`config.mk`:
```
export PLATFORM = sky130hd
export DESIGN_NAME = vedic_mult_pipe
export DESIGN_NICKNAME = d
export VERILOG_FILES = /design/src/rtl/vedic_mult_pipe.sv
export SDC_FILE = /design/constraint.sdc
export NUM_CORES = 1
export LEC_CHECK = 0
export BUFFER_PORTS_ARGS = -buffer_cell sky130_fd_sc_hd__buf_2
export CAP_MARGIN = 40
export CORE_MARGIN = 3
export CORE_UTILIZATION = 56
export DETAILED_ROUTE_END_ITERATION = 6
export GPL_TIMING_DRIVEN = 0
export PLACE_DENSITY = 0.77
export SYNTH_ARGS = -nofsm -noshare
export SYNTH_HDL_FRONTEND = slang
export SYNTH_SLANG_ARGS = --single-unit
```
`constraint.sdc`:
```
create_clock -name clk -period 3.55 [get_ports clk]
set_clock_uncertainty 0.2 [all_clocks]
set_input_delay 0 -clock clk [delete_from_list [all_inputs] [get_ports clk]]
set_output_delay 0 -clock clk [all_outputs]
set_load 0.01 [all_outputs]
```
`src/rtl/vedic_mult_pipe.sv`:
```
// Pipelined Urdhva-Tiryagbhyam multiplier: 2x2 Vedic leaves are recombined one level per register
// stage; signed operands are multiplied as magnitudes and the sign is applied in the last stage.
module vedic_mult_pipe #(
    parameter int WIDTH  = 8,
    parameter int LEVELS = $clog2(WIDTH)
) (
    input  logic                 clk,
    input  logic                 rst_n,
    input  logic                 in_valid,
    output logic                 in_ready,
    input  logic [WIDTH-1:0]     in_a,
    input  logic [WIDTH-1:0]     in_b,
    input  logic                 in_signed,
    output logic                 out_valid,
    input  logic                 out_ready,
    output logic [2*WIDTH-1:0]   out_p
);

    logic             adv;
    logic [WIDTH-1:0] mag_a;
    logic [WIDTH-1:0] mag_b;
    logic             neg_in;

    // The whole pipe moves in lockstep: only a held output stalls it.
    assign adv      = ~(out_valid & ~out_ready);
    assign in_ready = adv;

    // |-2^(W-1)| wraps to 2^(W-1), which is still correct read as unsigned.
    assign mag_a  = (in_signed && in_a[WIDTH-1]) ? -in_a : in_a;
    assign mag_b  = (in_signed && in_b[WIDTH-1]) ? -in_b : in_b;
    assign neg_in = in_signed & (in_a[WIDTH-1] ^ in_b[WIDTH-1]);

    function automatic logic [3:0] vedic2x2(input logic [1:0] a, input logic [1:0] b);
        logic t1;
        logic t2;
        logic t3;
        logic c1;
        t1 = a[1] & b[0];
        t2 = a[0] & b[1];
        c1 = t1 & t2;
        t3 = a[1] & b[1];
        return {t3 & c1, t3 ^ c1, t1 ^ t2, a[0] & b[0]};
    endfunction

    // Level k holds (WIDTH/2^k)^2 partial products of 2^k x 2^k operand chunks;
    // block (i,j) is chunk i of a times chunk j of b, stored at index i*M+j.
    for (genvar k = 1; k <= LEVELS; k++) begin : g_lvl
        localparam int N  = 1 << k;
        localparam int M  = WIDTH / N;
        localparam int PW = 2 * N;

        logic              vld_d;
        logic              neg_d;
        logic [M*M*PW-1:0] prod_c;

        if (k == 1) begin : g_leaf
            assign vld_d = in_valid;
            assign neg_d = neg_in;

            // NOTE: every always_comb output gets a default first so no path can infer a latch.
            always_comb begin
                prod_c = '0;
                for (int i = 0; i < M; i++) begin
                    for (int j = 0; j < M; j++) begin
                        prod_c[(i*M+j)*PW +: PW] = vedic2x2(mag_a[2*i +: 2], mag_b[2*j +: 2]);
                    end
                end
            end
        end else begin : g_join
            localparam int MP = 2 * M;
            localparam int H  = N / 2;

            logic [MP*MP*N-1:0] prev;

            assign vld_d = g_lvl[k-1].g_reg.vld_q;
            assign neg_d = g_lvl[k-1].g_reg.neg_q;
            assign prev  = g_lvl[k-1].g_reg.prod_q;

            always_comb begin
                logic [PW-1:0] ll;
                logic [PW-1:0] hl;
                logic [PW-1:0] lh;
                logic [PW-1:0] hh;
                prod_c = '0;
                ll     = '0;
                hl     = '0;
                lh     = '0;
                hh     = '0;
                for (int i = 0; i < M; i++) begin
                    for (int j = 0; j < M; j++) begin
                        ll = PW'(prev[((2*i)  *MP + 2*j)  *N +: N]);
                        hl = PW'(prev[((2*i+1)*MP + 2*j)  *N +: N]);
                        lh = PW'(prev[((2*i)  *MP + 2*j+1)*N +: N]);
                        hh = PW'(prev[((2*i+1)*MP + 2*j+1)*N +: N]);
                        prod_c[(i*M+j)*PW +: PW] = (hh << N) + ((hl + lh) << H) + ll;
                    end
                end
            end
        end

        if (k < LEVELS) begin : g_reg
            logic              vld_q;
            logic              neg_q;
            logic [M*M*PW-1:0] prod_q;

            // NOTE: sequential state is written with non-blocking assignments only.
            always_ff @(posedge clk or negedge rst_n) begin
                if (!rst_n) begin
                    vld_q <= 1'b0;
                end else if (adv) begin
                    vld_q <= vld_d;
                end
            end

            // NOTE: data registers carry no reset; the valid bits alone decide what is meaningful.
            always_ff @(posedge clk) begin
                if (adv && vld_d) begin
                    prod_q <= prod_c;
                    neg_q  <= neg_d;
                end
            end
        end else begin : g_out
            // Single block remains (M == 1), so prod_c is the full 2*WIDTH magnitude.
            always_ff @(posedge clk or negedge rst_n) begin
                if (!rst_n) begin
                    out_valid <= 1'b0;
                    out_p     <= '0;
                end else if (adv) begin
                    out_valid <= vld_d;
                    if (vld_d) begin
                        out_p <= neg_d ? -prod_c : prod_c;
                    end
                end
            end
        end
    end

endmodule

```
==> metrics.md, run 1 <==
| Metric | Value |
|---|---|
| Initial Util | a little under three fifths |
| CTS Buffer Depth | 2 |
| LEAKAGE | 0.003760 µW |
| Final setup vio count | 5 |
| Synth Warn # | 0 |
| P&R area growth vs syn | 21.97% |
| CP arrival | 4.03 ns |
| Complex-gate fraction of the synthesized area | between 10% and 20% |
| Mux contribution to synthesized area | under 10% |
| Failing checks | setup timing |
| GPL Wtd Cong | about 0.86 |
| # rows | 40 |
| Worst-path cell chain | ha_4 > inv_2 > fa_2 > nor2b_2 > o21ai_2 > a21boi_2 > o21a_1 > nor2_1 > xnor2_1 > ha_1 > a21oi_2 > o22ai_2 > or4_4 > nand3_2 > nand3_2 > or4_1 > nand3_1 |
| Die ar. | roughly 14000 µm² |
| Clk root buf | clkbuf_16 |
| Total Wirelength | around 15 mm |
| Core area | between 10000 and 15000 µm² |
| CP most frequent cell | nand3_2 |
| Max Fclk | approximately 260 MHz |
| Fin util | a little over two thirds |
| Layout cells sized above 1 | 20.61% |
| Peak supply drop | roughly 0.56 mV |
| CTS tree | yes |
| # DRC | 0 |
| Critical path class | reg2reg |
| #FFs+latches synth | about 120 |
| Setup ws final | -0.3190 ns |
| Antenna violations before repair | 0 |
| Outcome | complete, but fails checks |
| Tcrit/Tclk final | 109.0% |
| Mean routed wirelength per cell | ~17 µm |
| Setup TNS | -1.237 ns |
| Router iterations before antenna repair | 7 |
| Final Net Count | 802 |
| Post-synthesis xor/xnor area fraction | about 7.9% |
| Largest family of logic cells by synthesized area | adder cells |
| Slew Viols, Final | 0 |
| Post-Syn Area | approximately 7000 µm² |
| Die W | between 100 and 150 µm |
| Fraction of the mapped netlist area in simple logic gates | 9.893% |
| Async SR Flop Fraction | 16.24% |
| I/O pin total | 39 |
| Syn Inst Count | approximately 590 |
| Worst path required time | roughly 3.7 ns |
| Largest net degree at the start of global routing | 66 |
| First-pass GRT wire length | approximately 24 mm |
| Final Hold Fails | 0 |
| Syn Nets | 707 |
| Count of different cell masters after synthesis | between 50 and 60 |
| Max_slew headroom | around 37% |
| PD cells | between 900 and 1000 nW/µm² |
| Critical path endpoint category | flop |
| Min Tclk post-route | between 3 and 4 ns |
| All-Layer GR Usage | a little under a quarter |
| Crit-path slowest cell | or4_4 |
| Final ANT Viol Nets | 0 |
| Total CTS buffers | 17 |
| ANT cells | 0 |
| Unrepaired setup endpoints after global routing | true |
| Footprint of the multi-input gates | 3565 µm² |
| Initial drt markers | 290 |
| Clock latency on the worst-skew pair | ~0.42 ns |
| Max cap viols | 0 |
| HP Class | in2reg |
| Post-synth EDFFs | between 90 and 100 |
| CP delay by family, top | simple AND/OR/NAND/NOR gates |
| Clock transition at path regs | approximately 0.05 ns |
| Worst-Margin Slew | approximately 0.94 ns |
| Vias in the first global route | roughly 5.1k |
| Vias post-DR | 4837 |
| Adder-cell share of the synthesized area | about a fifth |
| Mean post-synth cell area | approximately 12 µm² |
| Buf+Inv Stages, Crit Path | 1 |
| Crit start category | flop |
| Die height | about 120 µm |
| CP Max Fanout | 4 |
| Fillers | about 800 |
| Register area | ~3400 µm² |
| Total gr overflow | 0 |
| Vias per cell | 5.611 |
| Sinks on the clock net | ~120 |
| Seq/Total Area, Yosys | about half |
| IO Port Bufs | 38 |
| Placed wire-length estimate | about 10 mm |
| H-tree depth | 4 |
| Slowest stage delay, CP | approximately 0.43 ns |
| Synth Flop Type | edfxtp_1 |
worst min-delay path: stages:
cell     delay (ns)
buf_2          0.10
xnor2_1        0.28
nor2_1         0.16
worst paths after layout:
kind | cells after the start | end | slack, ns | start
worst max-delay path | 17 | out_p[15] | -0.32 | g_lvl[2].g_reg.prod_q[8]
worst max register to register | 17 | out_p[15] | -0.32 | g_lvl[2].g_reg.prod_q[8]
min in group asynchronous | 3 | out_p[13] | 0.56 | rst_n
worst min register to register | 0 | g_lvl[2].g_reg.prod_q[17] | 0.21 | g_lvl[1].g_reg.prod_q[33]
max in group asynchronous | 3 | out_p[1] | 2.07 | rst_n
worst min-delay path | 3 | g_lvl[1].g_reg.prod_q[44] | 0.04 | in_a[4]
state kept, by name, indices dropped and copies added, names as in the netlist:
| signal | flops |
|---|---|
| g_lvl.g_reg.neg_q | 2 |
| g_lvl.g_reg.prod_q | 96 |
| out_p | 16 |
| g_lvl.g_reg.vld_q | 2 |
| out_valid | 1 |
cell usage after synthesis (7+ instances only):
library cell / n / area share [%]
nand2b_1: 8 / 0.72
ha_1: 90 / 16
fa_1: 10 / 2.9
nand2_1: 32 / 1.7
dfrtp_1: 19 / 6.9
a21o_1: 25 / 2.7
xnor2_1: 41 / 5.2
edfxtp_1: 98 / 42
inv_1: 25 / 1.4
nand3_1: 7 / 0.51
xor2_1: 18 / 2.3
o21ai_0: 23 / 1.7
a21oi_1: 30 / 2.2
nor2_1: 82 / 4.4
cell type report:
cell class	instances	share of cell area [%]
plain buffers	8	0.5773
clock buffers	17	5.033
clock inverters	15	1.939
inverters	27	1.199
multi-input cells	434	42.17
flip-flops and latches	117	40.44
well taps	168	2.487
repair buffers	76	6.157
layout by cell type, fill, tap and decap left out, types with 22 or more instances in the layout:
master,Yosys,layout
ha_1,90,88
a21oi_1,30,24
a21o_1,25,25
edfxtp_1,98,98
nand2_1,32,31
buf_4,0,23
xnor2_1,41,39
inv_1,25,22
nor2_1,82,81
buf_2,4,41
per-layer routing:
layer / vias to the layer above / track usage [%] / wire, µm
li1: 2317 / - / -
met2: 162 / 40.05 / 7707
met3: 49 / 5.398 / 781
met5: - / 0 / 0
met1: 2309 / 25.73 / 5897
met4: 0 / 13.91 / 661
power breakdown:
group / internal, µW / leakage, µW / switching [µW]
clock: 1090 / 0.000276 / 623
sequential: 1890 / 0.00118 / 153
combinational: 1950 / 0.00230 / 2280
timing repair:
action                                  CTS  global route
endpoints found under the setup margin    5             6
pin swaps                                31            19
gates resized for setup                  33            13
endpoints found under the hold margin    37             0
setup buffers                            16             6
hold buffers                             12             0
through the flow:
step	hold WS (ns)	worst slack (ns)	total power (µW)	instances	instance area (µm²)
after floorplan	-0.4956	0.004829	4517	586	6937
after global placement	-0.2570	-0.3560	5094	792	7337
after detailed placement	-0.2402	-0.4696	5246	796	7377
after CTS	0.01985	-0.2492	7628	856	8349
after global routing	0.05444	-0.4816	8457	862	8453
final	0.04407	-0.3190	7979	862	8453
kinds of logic after synthesis:
group / count (synthesis)
flops: 117
xor+xnor: 60
mux: 7
buf+inv: 35
compound gates: 112
fa+ha+maj: 100
simple gates: 155
(Power assumes the default switching activity.)
==> run 2, diff against run 1 <==
- BUFFER_PORTS_ARGS: -buffer_cell sky130_fd_sc_hd__buf_2 -> not set
- CORE_UTILIZATION: 56 -> 58
- DONT_BUFFER_PORTS: not set -> 1
- PLACE_DENSITY: 0.77 -> 0.76
==> metrics.md, run 2 (same netlist as run 1, synthesis figures left out) <==
| Metric | Value |
|---|---|
| Switch share | 38.84% (+0.57 points) |
| Total Wirelength | 14.92 mm (-0.86%) |
| Core area | 11560 µm² (-4.1%) |
| Layout cells sized above 1 | 16.49% (-4.1 points) |
| Most flop-heavy register | g_lvl.g_reg.prod_q |
| P&R area growth vs syn | 19.43% |
| Final instance area | 8277 µm² (-2.1%) |
| Outcome | complete, but fails checks |
| CTS Buffer Depth | 2 (unchanged) |
| Min Tclk post-route | 3.848 ns (-0.02119 ns) |
| Largest register FFs | 96 (unchanged) |
| Most frequent cells in the layout | 98 x edfxtp_1, 85 x ha_1, 80 x nor2_1, 39 x xnor2_1, 32 x nand2_1 |
| Slowest stage delay, CP | 0.51 ns (+0.08 ns) |
| Sequential group share of total power | 27.8% (+2.2 points) |
| Vias in the first global route | 4993 (-2.9%) |
| GPL Wtd Cong | 0.8747 (+2.2%) |
| Logic pwr share | 53.3% (+0.4 points) |
| Tcrit/Tclk final | 108.4% (-0.60 points) |
| Clk root buf | clkbuf_16 |
| CP arrival | 3.99 ns (-0.04 ns) |
| Unrepaired setup endpoints after global routing | true |
| Crit start category | flop |
| Vias post-DR | 4790 (-0.97%) |
| Peak supply drop | 0.4253 mV (-24%) |
| IO Port Bufs | 0 (-100%) |
| CP Max Fanout | 4 (unchanged) |
| CP most frequent cell | inv_2 |
| ANT cells | 0 (unchanged) |
| Critical path endpoint category | flop |
| Setup TNS | -1.019 ns (+0.2180 ns) |
| Worst-Margin Slew | 0.9004 ns (-0.04085 ns) |
| Total CTS buffers | 17 (unchanged) |
| Total gr overflow | 0 (unchanged) |
| DP Area | 7182 µm² (-2.6%) |
| Int Pwr | 4629 µW (-6.0%) |
| All-Layer GR Usage | 23.26% (+0.16 points) |
| Router iterations before antenna repair | 5 (-2) |
| Die W | 115.3 µm (-1.7%) |
| Biggest regs | g_lvl.g_reg.prod_q: 96 flops, out_p: 16 flops |
| Final setup vio count | 5 (unchanged) |
| # rows | 39 (-2.5%) |
| Max_slew headroom | 39.54% (+2.7 points) |
| Worst hold margin | -0.02322 ns (-0.06729 ns) |
| Failing checks | hold timing, setup timing |
| Worst-path cell chain | ha_2 > inv_2 > fa_2 > nor2b_2 > o21ai_2 > a21boi_2 > o21a_1 > nor2_2 > xnor2_2 > ha_4 > nand4_1 > a211oi_2 > or2_1 > o311a_1 > inv_2 > or4_1 > nand3_1 |
| Die ar. | 13300 µm² (-3.3%) |
| Largest net degree at the start of global routing | 40 (-39%) |
| # DRC | 0 (unchanged) |
| Critical path class | reg2reg |
| First-pass GRT wire length | 23.65 mm (-0.75%) |
| Sinks on the clock net | 117 (unchanged) |
| Clk pwr share | 18.9% (-2.6 points) |
| Initial drt markers | 365 (+26%) |
| Mean routed wirelength per cell | 18.42 µm (+5.5%) |
| Setup ws final | -0.2978 ns (+0.02119 ns) |
| H-tree depth | 4 (unchanged) |
| Clock transition at path regs | 0.05 ns (about the same) |
| Final Net Count | 777 (-3.1%) |
| Final ANT Viol Nets | 0 (unchanged) |
| LEAKAGE | 0.003625 µW (-3.6%) |
| PD cells | 914.4 nW/µm² (-3.1%) |
| CTS tree | yes |
| P_sw | 2939 µW (-3.7%) |
| Final Hold Fails | 1 (+1) |
| HP Class | in2reg |
| Die height | 115.3 µm (-1.7%) |
| Antenna violations before repair | 0 (unchanged) |
| Initial Util | 59.93% (+2.5 points) |
| Worst path required time | 3.69 ns (-0.02 ns) |
| Vias per cell | 5.914 (+5.4%) |
| Max Fclk | 259.9 MHz (+0.55%) |
| Commonest non-fill, non-tap cell in the layout | edfxtp_1 |
| Max cap viols | 0 (unchanged) |
| I/O pin total | 39 (unchanged) |
| Crit-path slowest cell | or4_1 |
| Placed wire-length estimate | 9.698 mm (-2.6%) |
| Slew Viols, Final | 0 (unchanged) |
| Clock latency on the worst-skew pair | 0.41 ns (about the same) |
==> run 2: cell types whose count changed in the layout (fill, tap and decap cells not counted), moves of 3 or more <==
cell           change
bufinv_16          -3
buf_2             -37
clkbuf_1           +6
clkinvlp_4         -4
dlygate4sd3_1      +8
ha_1               -3
o21ai_1            -3
buf_4              +4
==> run 2: critical path, delay by kind of cell, from the launching register on <==
family / cells / cell delay [ns]
DFF: 1 / 0.33
xor gates and xnor gates: 1 / 0.16
AOI/OAI and AO/OA: 5 / 1.00
adders and majority gates: 3 / 0.84
buffers and inverters: 2 / 0.11
and+or+nand+nor: 6 / 1.13
==> run 2: final cells by class <==
cell class | count | area (µm²)
multi-input cells | 434 | 3588
flip-flops and latches | 117 | 3418
fillers | 737 | 3288
repair buffers | 52 | 469.2
clock buffers | 23 | 447.9
well taps | 143 | 178.9
inverters | 27 | 101.3
plain buffers | 7 | 37.54
clock inverters | 7 | 35.03
==> run 2: metal layers <==
layer	wire, µm	vias up	GRT usage [%]	share of wire, %
met5	0	-	0	0
met4	432	0	8.920	2.9
met3	790	33	6.316	5.3
met2	7768	207	40.28	52
met1	5926	2288	27.67	40
li1	-	2262	-	-
==> run 2: path summary, 6_finish.rpt <==
path | from | end | slack (ns) | cells past startpoint
worst max-delay path | g_lvl[2].g_reg.prod_q[16] | out_p[15] | -0.30 | 17
min in group asynchronous | rst_n | out_p[8] | 0.20 | 2
worst min-delay path | in_a[1] | g_lvl[1].g_reg.prod_q[13] | -0.02 | 3
max in group asynchronous | rst_n | out_p[1] | 2.60 | 3
worst max register to register | g_lvl[2].g_reg.prod_q[16] | out_p[15] | -0.30 | 17
worst min register to register | g_lvl[1].g_reg.prod_q[0] | g_lvl[2].g_reg.prod_q[0] | 0.22 | 0
==> run 2: timing repair <==
item / 4_1_cts / 5_1_grt
setup buffers: 16 / 8
endpoints found under the hold margin: 67 / 0
cloned: 0 / 0
setup endpoints to repair: 5 / 6
gates resized for setup: 29 / 19
hold buffers: 20 / 0
pin swaps: 26 / 21
==> run 2: power by group through the flow <==
stage          clock [µW]  sequential, µW  combinational (µW)
2_1_floorplan           0            2070                2440
3_3_place_gp            0            2120                2880
3_5_place_dp            0            2120                3010
4_1_cts              1450            2100                3530
5_1_grt              1520            2140                4370
6_report             1430            2110                4030
==> run 2: metrics by stage <==
step | util (%) | setup WS, ns | total power, µW | hold slack (ns) | cells
final | 71.57 | -0.2978 | 7568 | -0.02322 | 810
after global routing | 71.57 | -0.4474 | 8030 | 0.005244 | 810
after CTS | 70.02 | -0.1986 | 7077 | 0.0004032 | 800
after detailed placement | 62.10 | -0.5095 | 5137 | -0.4950 | 735
after global placement | 61.53 | -0.3325 | 4994 | -0.4951 | 729
after floorplan | - | 0.004829 | 4517 | -0.4956 | 586
